File: config.mk
export PLATFORM = sky130hd
export DESIGN_NAME = pixel_frame_writer_flat
export DESIGN_NICKNAME = d
export VERILOG_FILES = /design/src/rtl/pixel_frame_writer_if.sv /design/src/rtl/pixel_frame_writer.sv /design/src/flat_wrapper.sv
export SDC_FILE = /design/constraint.sdc
export NUM_CORES = 1
export LEC_CHECK = 0
export BUFFER_PORTS_ARGS = -buffer_cell sky130_fd_sc_hd__clkbuf_2
export CAP_MARGIN = 20
export CORE_ASPECT_RATIO = 0.9
export CORE_UTILIZATION = 50
export CTS_CLUSTER_DIAMETER = 120
export CTS_CLUSTER_SIZE = 24
export DETAILED_ROUTE_END_ITERATION = 6
export PLACE_DENSITY_LB_ADDON = 0.08
export SLEW_MARGIN = 20
export SYNTH_ARGS = -nofsm -noshare
export SYNTH_HDL_FRONTEND = slang
export SYNTH_SLANG_ARGS = --single-unit
File: constraint.sdc
create_clock -name clk -period 12.7 [get_ports clk]
set_input_delay 2.54 -clock clk [delete_from_list [all_inputs] [get_ports clk]]
set_output_delay 2.54 -clock clk [all_outputs]
set_load 0.01 [all_outputs]
File: src/rtl/pixel_frame_writer_if.sv
// rtl/pixel_frame_writer_if.sv - pixel stream input and BRAM write port bundle
interface pixel_frame_writer_if #(
  parameter int ADDR_WIDTH  = 32,
  parameter int PIXEL_WIDTH = 24
);
  logic                   s_valid;
  logic                   s_ready;
  logic [PIXEL_WIDTH-1:0] s_data;
  logic                   s_last;
  logic [ADDR_WIDTH-1:0]  addr;
  logic [ADDR_WIDTH-1:0]  din;
  logic                   en;
  logic [3:0]             web;

  // Pixel source side: drives the stream, observes ready and the BRAM port
  modport master (
    output s_valid, s_data, s_last,
    input  s_ready, addr, din, en, web
  );

  // Frame writer side: consumes the stream, drives the BRAM port
  modport slave (
    input  s_valid, s_data, s_last,
    output s_ready, addr, din, en, web
  );
endinterface

File: src/rtl/pixel_frame_writer.sv
// rtl/pixel_frame_writer.sv - brightness-scaled RGB to GRB frame writer into shared BRAM
module pixel_frame_writer #(
  parameter int ADDR_WIDTH   = 32,
  parameter int PIXEL_WIDTH  = 24,
  parameter int PIXEL_OFFSET = 4,
  parameter int MAX_PIXELS   = 256
) (
  input  logic                 clk,
  input  logic                 aresetn,
  pixel_frame_writer_if.slave  bus,
  input  logic [7:0]           brightness,
  output logic                 frame_done,
  output logic                 overflow
);

  localparam int IDX_W = $clog2(MAX_PIXELS + 1);

  typedef enum logic [2:0] {IDLE, SCALE, WRITE_PIX, WRITE_CNT, DONE, DROP} state_t;

  state_t                 state_q, state_d;
  logic [IDX_W-1:0]       idx_q, idx_d;
  logic [7:0]             bri_q, bri_d;
  logic [PIXEL_WIDTH-1:0] pix_q, pix_d;
  logic                   last_q, last_d;
  logic                   drop_q, drop_d;
  logic                   ready_q, ready_d;
  logic                   en_q, en_d;
  logic [3:0]             web_q, web_d;
  logic [ADDR_WIDTH-1:0]  addr_q, addr_d;
  logic [ADDR_WIDTH-1:0]  din_q, din_d;
  logic                   done_q, done_d;
  logic                   ovf_q, ovf_d;

  logic                   accept;
  logic [ADDR_WIDTH-1:0]  idx_inc;

  // (c * (bri + 1)) >> 8 so that bri=255 is exact unity and bri=0 is black
  function automatic logic [7:0] scale(input logic [7:0] c, input logic [7:0] b);
    return 8'(({8'h00, c} * ({8'h00, b} + 16'd1)) >> 8);
  endfunction

  assign accept  = bus.s_valid & ready_q;
  assign idx_inc = {{(ADDR_WIDTH-IDX_W){1'b0}}, idx_q} + {{(ADDR_WIDTH-1){1'b0}}, 1'b1};

  assign bus.s_ready = ready_q;
  assign bus.en      = en_q;
  assign bus.web     = web_q;
  assign bus.addr    = addr_q;
  assign bus.din     = din_q;
  assign frame_done  = done_q;
  assign overflow    = ovf_q;

  // State and registered outputs; reset abandons any partial frame
  always_ff @(posedge clk or negedge aresetn) begin
    if (!aresetn) begin
      state_q <= IDLE;
      idx_q   <= '0;
      bri_q   <= '0;
      pix_q   <= '0;
      last_q  <= 1'b0;
      drop_q  <= 1'b0;
      ready_q <= 1'b0;
      en_q    <= 1'b0;
      web_q   <= 4'h0;
      addr_q  <= '0;
      din_q   <= '0;
      done_q  <= 1'b0;
      ovf_q   <= 1'b0;
    end else begin
      state_q <= state_d;
      idx_q   <= idx_d;
      bri_q   <= bri_d;
      pix_q   <= pix_d;
      last_q  <= last_d;
      drop_q  <= drop_d;
      ready_q <= ready_d;
      en_q    <= en_d;
      web_q   <= web_d;
      addr_q  <= addr_d;
      din_q   <= din_d;
      done_q  <= done_d;
      ovf_q   <= ovf_d;
    end
  end

  // Next state; outputs are derived from the next state so they are registered
  always_comb begin
    state_d = state_q;
    idx_d   = idx_q;
    bri_d   = bri_q;
    pix_d   = pix_q;
    last_d  = last_q;
    drop_d  = drop_q;
    addr_d  = addr_q;
    din_d   = din_q;
    ovf_d   = ovf_q;

    case (state_q)
      IDLE: begin
        if (accept) begin
          pix_d  = bus.s_data;
          last_d = bus.s_last;
          if (idx_q == '0) bri_d = brightness;
          state_d = SCALE;
        end
      end
      SCALE: begin
        addr_d  = idx_inc * ADDR_WIDTH'(PIXEL_OFFSET);
        din_d   = {{(ADDR_WIDTH-PIXEL_WIDTH){1'b0}},
                   scale(pix_q[15:8], bri_q), scale(pix_q[23:16], bri_q), scale(pix_q[7:0], bri_q)};
        state_d = WRITE_PIX;
      end
      WRITE_PIX: begin
        if (last_q) begin
          state_d = WRITE_CNT;
        end else if (idx_inc == ADDR_WIDTH'(MAX_PIXELS)) begin
          ovf_d   = 1'b1;
          drop_d  = 1'b1;
          state_d = WRITE_CNT;
        end else begin
          idx_d   = idx_q + IDX_W'(1);
          state_d = IDLE;
        end
        if (state_d == WRITE_CNT) begin
          addr_d = '0;
          din_d  = idx_inc;
        end
      end
      WRITE_CNT: state_d = DONE;
      DONE: begin
        idx_d = '0;
        if (drop_q) begin
          drop_d  = 1'b0;
          state_d = DROP;
        end else begin
          state_d = IDLE;
        end
      end
      DROP: begin
        if (accept && bus.s_last) state_d = IDLE;
      end
      default: state_d = IDLE;
    endcase

    en_d    = (state_d == WRITE_PIX) || (state_d == WRITE_CNT);
    web_d   = en_d ? 4'hF : 4'h0;
    done_d  = (state_d == DONE);
    ready_d = (state_d == IDLE) || (state_d == DROP);
  end

endmodule

File: src/flat_wrapper.sv
// flat-port wrapper written by rule: the top's interface ports become plain ports
module pixel_frame_writer_flat 
#(
  parameter int ADDR_WIDTH   = 32,
  parameter int PIXEL_WIDTH  = 24,
  parameter int PIXEL_OFFSET = 4,
  parameter int MAX_PIXELS   = 256
)
  (clk, aresetn, brightness, frame_done, overflow, bus_s_valid, bus_s_data, bus_s_last, bus_s_ready, bus_addr, bus_din, bus_en, bus_web);
  pixel_frame_writer_if #(.ADDR_WIDTH(ADDR_WIDTH), .PIXEL_WIDTH(PIXEL_WIDTH)) bus_i ();
  input  logic clk;
  input  logic aresetn;
  input  logic [7:0] brightness;
  output logic frame_done;
  output logic overflow;
  input wire logic [$bits(bus_i.s_valid)-1:0] bus_s_valid;
  input wire logic [$bits(bus_i.s_data)-1:0] bus_s_data;
  input wire logic [$bits(bus_i.s_last)-1:0] bus_s_last;
  output wire logic [$bits(bus_i.s_ready)-1:0] bus_s_ready;
  output wire logic [$bits(bus_i.addr)-1:0] bus_addr;
  output wire logic [$bits(bus_i.din)-1:0] bus_din;
  output wire logic [$bits(bus_i.en)-1:0] bus_en;
  output wire logic [$bits(bus_i.web)-1:0] bus_web;
  assign bus_i.s_valid = bus_s_valid;
  assign bus_i.s_data = bus_s_data;
  assign bus_i.s_last = bus_s_last;
  assign bus_s_ready = bus_i.s_ready;
  assign bus_addr = bus_i.addr;
  assign bus_din = bus_i.din;
  assign bus_en = bus_i.en;
  assign bus_web = bus_i.web;
  pixel_frame_writer #(.ADDR_WIDTH(ADDR_WIDTH), .PIXEL_WIDTH(PIXEL_WIDTH), .PIXEL_OFFSET(PIXEL_OFFSET), .MAX_PIXELS(MAX_PIXELS)) u_core (.clk(clk), .aresetn(aresetn), .bus(bus_i), .brightness(brightness), .frame_done(frame_done), .overflow(overflow));
endmodule
==> impl_table.tex <==
\begin{tabular}{lr}
\hline
Metric & Value \\
\hline
\multicolumn{2}{l}{\textbf{Global route}} \\
\quad First-pass GRT wire length & 39300 um \\
\quad Met3 GRT Util & 0.0269 \\
\quad Gr ovfl total & 0 \\
\quad Met1 capacity usage during global routing & 0.363 \\
\quad Met2 usage in global routing & 0.350 \\
\quad Antenna violations before repair & 0 \\
\quad Via count of the first global-routing pass & 7501 \\
\quad Global router's overall resource usage & 0.233 \\
\quad Most Used Layer, Global Route & met1 \\
\quad Pin count of the biggest net entering global routing & 45 \\
\multicolumn{2}{l}{\textbf{Min path}} \\
\quad Hold path cells & 1 \\
\quad Hold wc startpoint & u\_core.overflow\$\_DFFE\_PN0P\_ \\
\quad Tightest Hold Check Type & flip-flop to flip-flop \\
\quad Sink of the worst hold path & u\_core.overflow\$\_DFFE\_PN0P\_ \\
\multicolumn{2}{l}{\textbf{Drt}} \\
\quad Initial DRT Pass Iterations & 5 \\
\quad Routed vias/inst & 5.33 \\
\quad Routed wire per std cell & 16.5 um \\
\quad Count of routing violations after the opening detailed-route iteration & 367 \\
\quad Routed vias & 7567 \\
\quad Final Routed Wirelength & 23400 um \\
\quad Antenna violation net count after detailed routing & 0 \\
\quad DRC & 0 \\
\multicolumn{2}{l}{\textbf{Synthesis}} \\
\quad Leading cell types by total area after synthesis & fa\_1 23\%, dfrtp\_1 20\%, ha\_1 12\% \\
\quad Number of flops mapped to enable cells by yosys & 0 \\
\quad Share of the synthesized area in the top cell type & 0.230 \\
\quad Share of flip-flops with an asynchronous set or reset after synthesis & 1.00 \\
\quad Number of different library cells in the post-synthesis netlist & 67 \\
\quad Number of flip-flops and latches in the synthesized netlist & 84 \\
\quad Most used flip-flop cell after synthesis & dfrtp\_1 \\
\quad Combined area of all synthesized cells & 10500 sq um \\
\quad Avg Synthesized Cell Area & 9.38 sq um \\
\quad Cells after synthesis & 1114 \\
\quad Count of synthesis-stage warnings from yosys & 0 \\
\quad Synth area leader & fa\_1 \\
\quad Sequential fraction of the synthesis area & 0.201 \\
\multicolumn{2}{l}{\textbf{Placed design}} \\
\quad Cell area after placement & 10900 sq um \\
\quad Hpwl dp & 17800 um \\
\quad Routability congestion estimate & 0.849 \\
\quad PortBufs & 77 \\
\multicolumn{2}{l}{\textbf{Critical path}} \\
\quad Category of the most critical setup path & flip-flop to flip-flop \\
\quad Slowest cell on the critical path & o21ai\_0 \\
\quad Worst setup slack for register-to-register paths & 6.49 ns \\
\quad Endpoint required time on the critical path & 12.95 ns \\
\quad Chain of cells forming the critical path & buf\_4 -> ha\_1 -> nand2\_1 -> nor2\_1 -> xor2\_1 -> buf\_4 -> and2\_1 -> fa\_1 -> fa\_1 -> fa\_1 -> inv\_1 -> fa\_1 -> inv\_1 -> ha\_1 -> and2\_1 -> o211ai\_1 -> o21ai\_0 -> a21oi\_1 -> xnor2\_1 -> a22o\_1 \\
\quad Launch instance of the worst register-to-register path & u\_core.bri\_q[0]\$\_DFFE\_PN0P\_ \\
\quad Startpoint Class & flip-flop \\
\quad Worst Reg-to-Reg Cells & 20 \\
\quad Largest incremental delay on the critical path & 0.72 ns \\
\quad Setup crit end kind & flip-flop \\
\quad Max Fanout on Critical Path & 25 \\
\quad Crit path top cell by count & fa\_1 \\
\quad Crit path DAT & 6.46 ns \\
\quad Endpoint of the lowest-slack register-to-register path & u\_core.bus.din[12]\$\_DFFE\_PN0P\_ \\
\multicolumn{2}{l}{\textbf{STA}} \\
\quad Final period utilization & 0.489 \\
\quad Fmax & 161 MHz \\
\quad Final Hold Slack & 0.460 ns \\
\quad Headroom to the max-slew limit & 0.341 \\
\quad Final critical-path required period & 6.21 ns \\
\quad Setup repair after global routing missed its margin & no \\
\quad Total Neg Setup Slack & 0 ns \\
\quad Setup violators final & 0 \\
\quad Actual slew at the worst max-slew pin & 0.986 ns \\
\quad Final number of max-transition violations & 0 \\
\quad Number of endpoints with negative hold slack in the final report & 0 \\
\quad Clock tree skew after final layout & 0.0105 ns \\
\multicolumn{2}{l}{\textbf{Clock tree}} \\
\quad CTS tree & yes \\
\quad Number of CTS-inserted buffers & 9 \\
\quad Gates resized, CTS repair & 0 \\
\quad Hold buffer count at CTS & 0 \\
\quad Worst-case clock buffer depth & 2 \\
\quad Clock latency on the worst-skew pair & 0.36 ns \\
\quad Clock tree root buffer cell & clkbuf\_16 \\
\quad H-Tree Depth & 3 \\
\quad Post-CTS clock slew at the launch and capture registers of the worst setup and hold paths & 0.08 ns \\
\quad Sink count of the clock tree & 84 \\
\quad Post-CTS setup repair buffer count & 0 \\
\multicolumn{2}{l}{\textbf{Floorplanning}} \\
\quad Initial core utilization & 0.517 \\
\quad I/O pin count & 108 \\
\quad Die outline area & 21500 sq um \\
\quad Die outline width & 154 um \\
\quad Std cell rows & 49 \\
\quad Area of the core region & 20200 sq um \\
\quad Die boundary height & 139 um \\
\multicolumn{2}{l}{\textbf{Layout}} \\
\quad Number of nets at the end of the flow & 1416 \\
\quad Most frequent standard cell in the layout excluding fill and tap cells & inv\_1 \\
\quad Area of all placed cells without fillers & 11200 sq um \\
\quad Layout cells sized above 1 & 0.129 \\
\quad Top library cells by usage in the layout, fill and taps aside & 157 x inv\_1, 143 x and2\_1, 120 x fa\_1 \\
\quad Layout overhead on the synthesized area & 7.45\% \\
\quad Util after Layout & 0.555 \\
\quad Antenna Diode Count & 0 \\
\multicolumn{2}{l}{\textbf{Outcome}} \\
\quad Outcome & completed \\
\multicolumn{2}{l}{\textbf{Run}} \\
\quad Reported max-cap violation count & 0 \\
\hline
\end{tabular}
==> worst max path at each step <==
stage,startpoint,to,slack [ns],cells after the start
global placement,u_core.bri_q[0]$_DFFE_PN0P_,u_core.bus.din[12]$_DFFE_PN0P_,6.81,20
floorplan,u_core.bri_q[3]$_DFFE_PN0P_,u_core.bus.din[13]$_DFFE_PN0P_,7.54,19
finish,u_core.bri_q[0]$_DFFE_PN0P_,u_core.bus.din[12]$_DFFE_PN0P_,6.49,20
CTS,u_core.bri_q[0]$_DFFE_PN0P_,u_core.bus.din[12]$_DFFE_PN0P_,6.58,20
detailed placement,u_core.bri_q[0]$_DFFE_PN0P_,u_core.bus.din[12]$_DFFE_PN0P_,6.59,20
global route,u_core.bri_q[0]$_DFFE_PN0P_,u_core.bus.din[12]$_DFFE_PN0P_,6.14,20
==> through the flow <==
| step | setup slack (ns) | std cells |
|---|---|---|
| floorplan | 7.54 | 1143 |
| global placement | 6.81 | 1404 |
| detailed placement | 6.59 | 1404 |
| CTS | 6.58 | 1420 |
| global route | 6.14 | 1421 |
| finish | 6.49 | 1421 |
==> registers in the layout, indices dropped and copies added (netlist names), 3 cells and up <==
register         cells
u_core.bri_q         8
u_core.bus.addr     10
u_core.bus.din      24
u_core.idx_q         9
u_core.pix_q        24
u_core.state_q       3
==> logic make-up (layout without fill, tap and decap cells) <==
logic type | count (synthesis) | after routing | share of synthesized area
flip-flops | 84 | 84 | 0.201
AND/OR/NAND/NOR | 352 | 352 | 0.183
XOR/XNOR | 40 | 40 | 0.0335
buffers and inverters | 238 | 261 | 0.100
other | 1 | 30 | 0.000359
multiplexers | 34 | 34 | 0.0363
adder cells (fa/ha/maj) | 219 | 219 | 0.348
AO/OA/AOI/OAI | 146 | 146 | 0.0971
==> metal layers <==
layer / vias up / part of all wire
met5: - / 0
met4: 0 / 0.0067
met3: 13 / 0.030
met2: 145 / 0.43
met1: 3771 / 0.53
li1: 3638 / -
==> layout make-up <==
cell class                 count  area (sq um)
multi-input combinational    821          7430
sequential                    84          2100
fill                        1836          9000
clock inverter                 7          76.3
inverter                     157           589
clock buffer                   9           225
timing repair buffer          88           490
tap                          255           319
==> cells in the mapped netlist, drive strengths merged, types with 17 or more instances <==
cell    count
ha         99
o21ai      38
fa        120
nor2       33
dfrtp      84
a21oi      26
buf        48
inv       157
nor2b      19
clkbuf     33
nand2      82
mux2       31
nand3      20
and2      143
xnor2      23
xor2       17
==> critical path, delay by kind of cell (launching register included) <==
family | cells | cell delay (ns)
AOI/OAI and AO/OA | 4 | 1.20
adders and majority gates | 6 | 2.54
and+or+nand+nor | 4 | 0.60
buffers and inverters | 4 | 0.70
xor gates and xnor gates | 2 | 0.71
DFF | 1 | 0.34
Power is not shown: default switching activity piles up to over one toggle a cycle in this logic, so the estimate is an artifact.
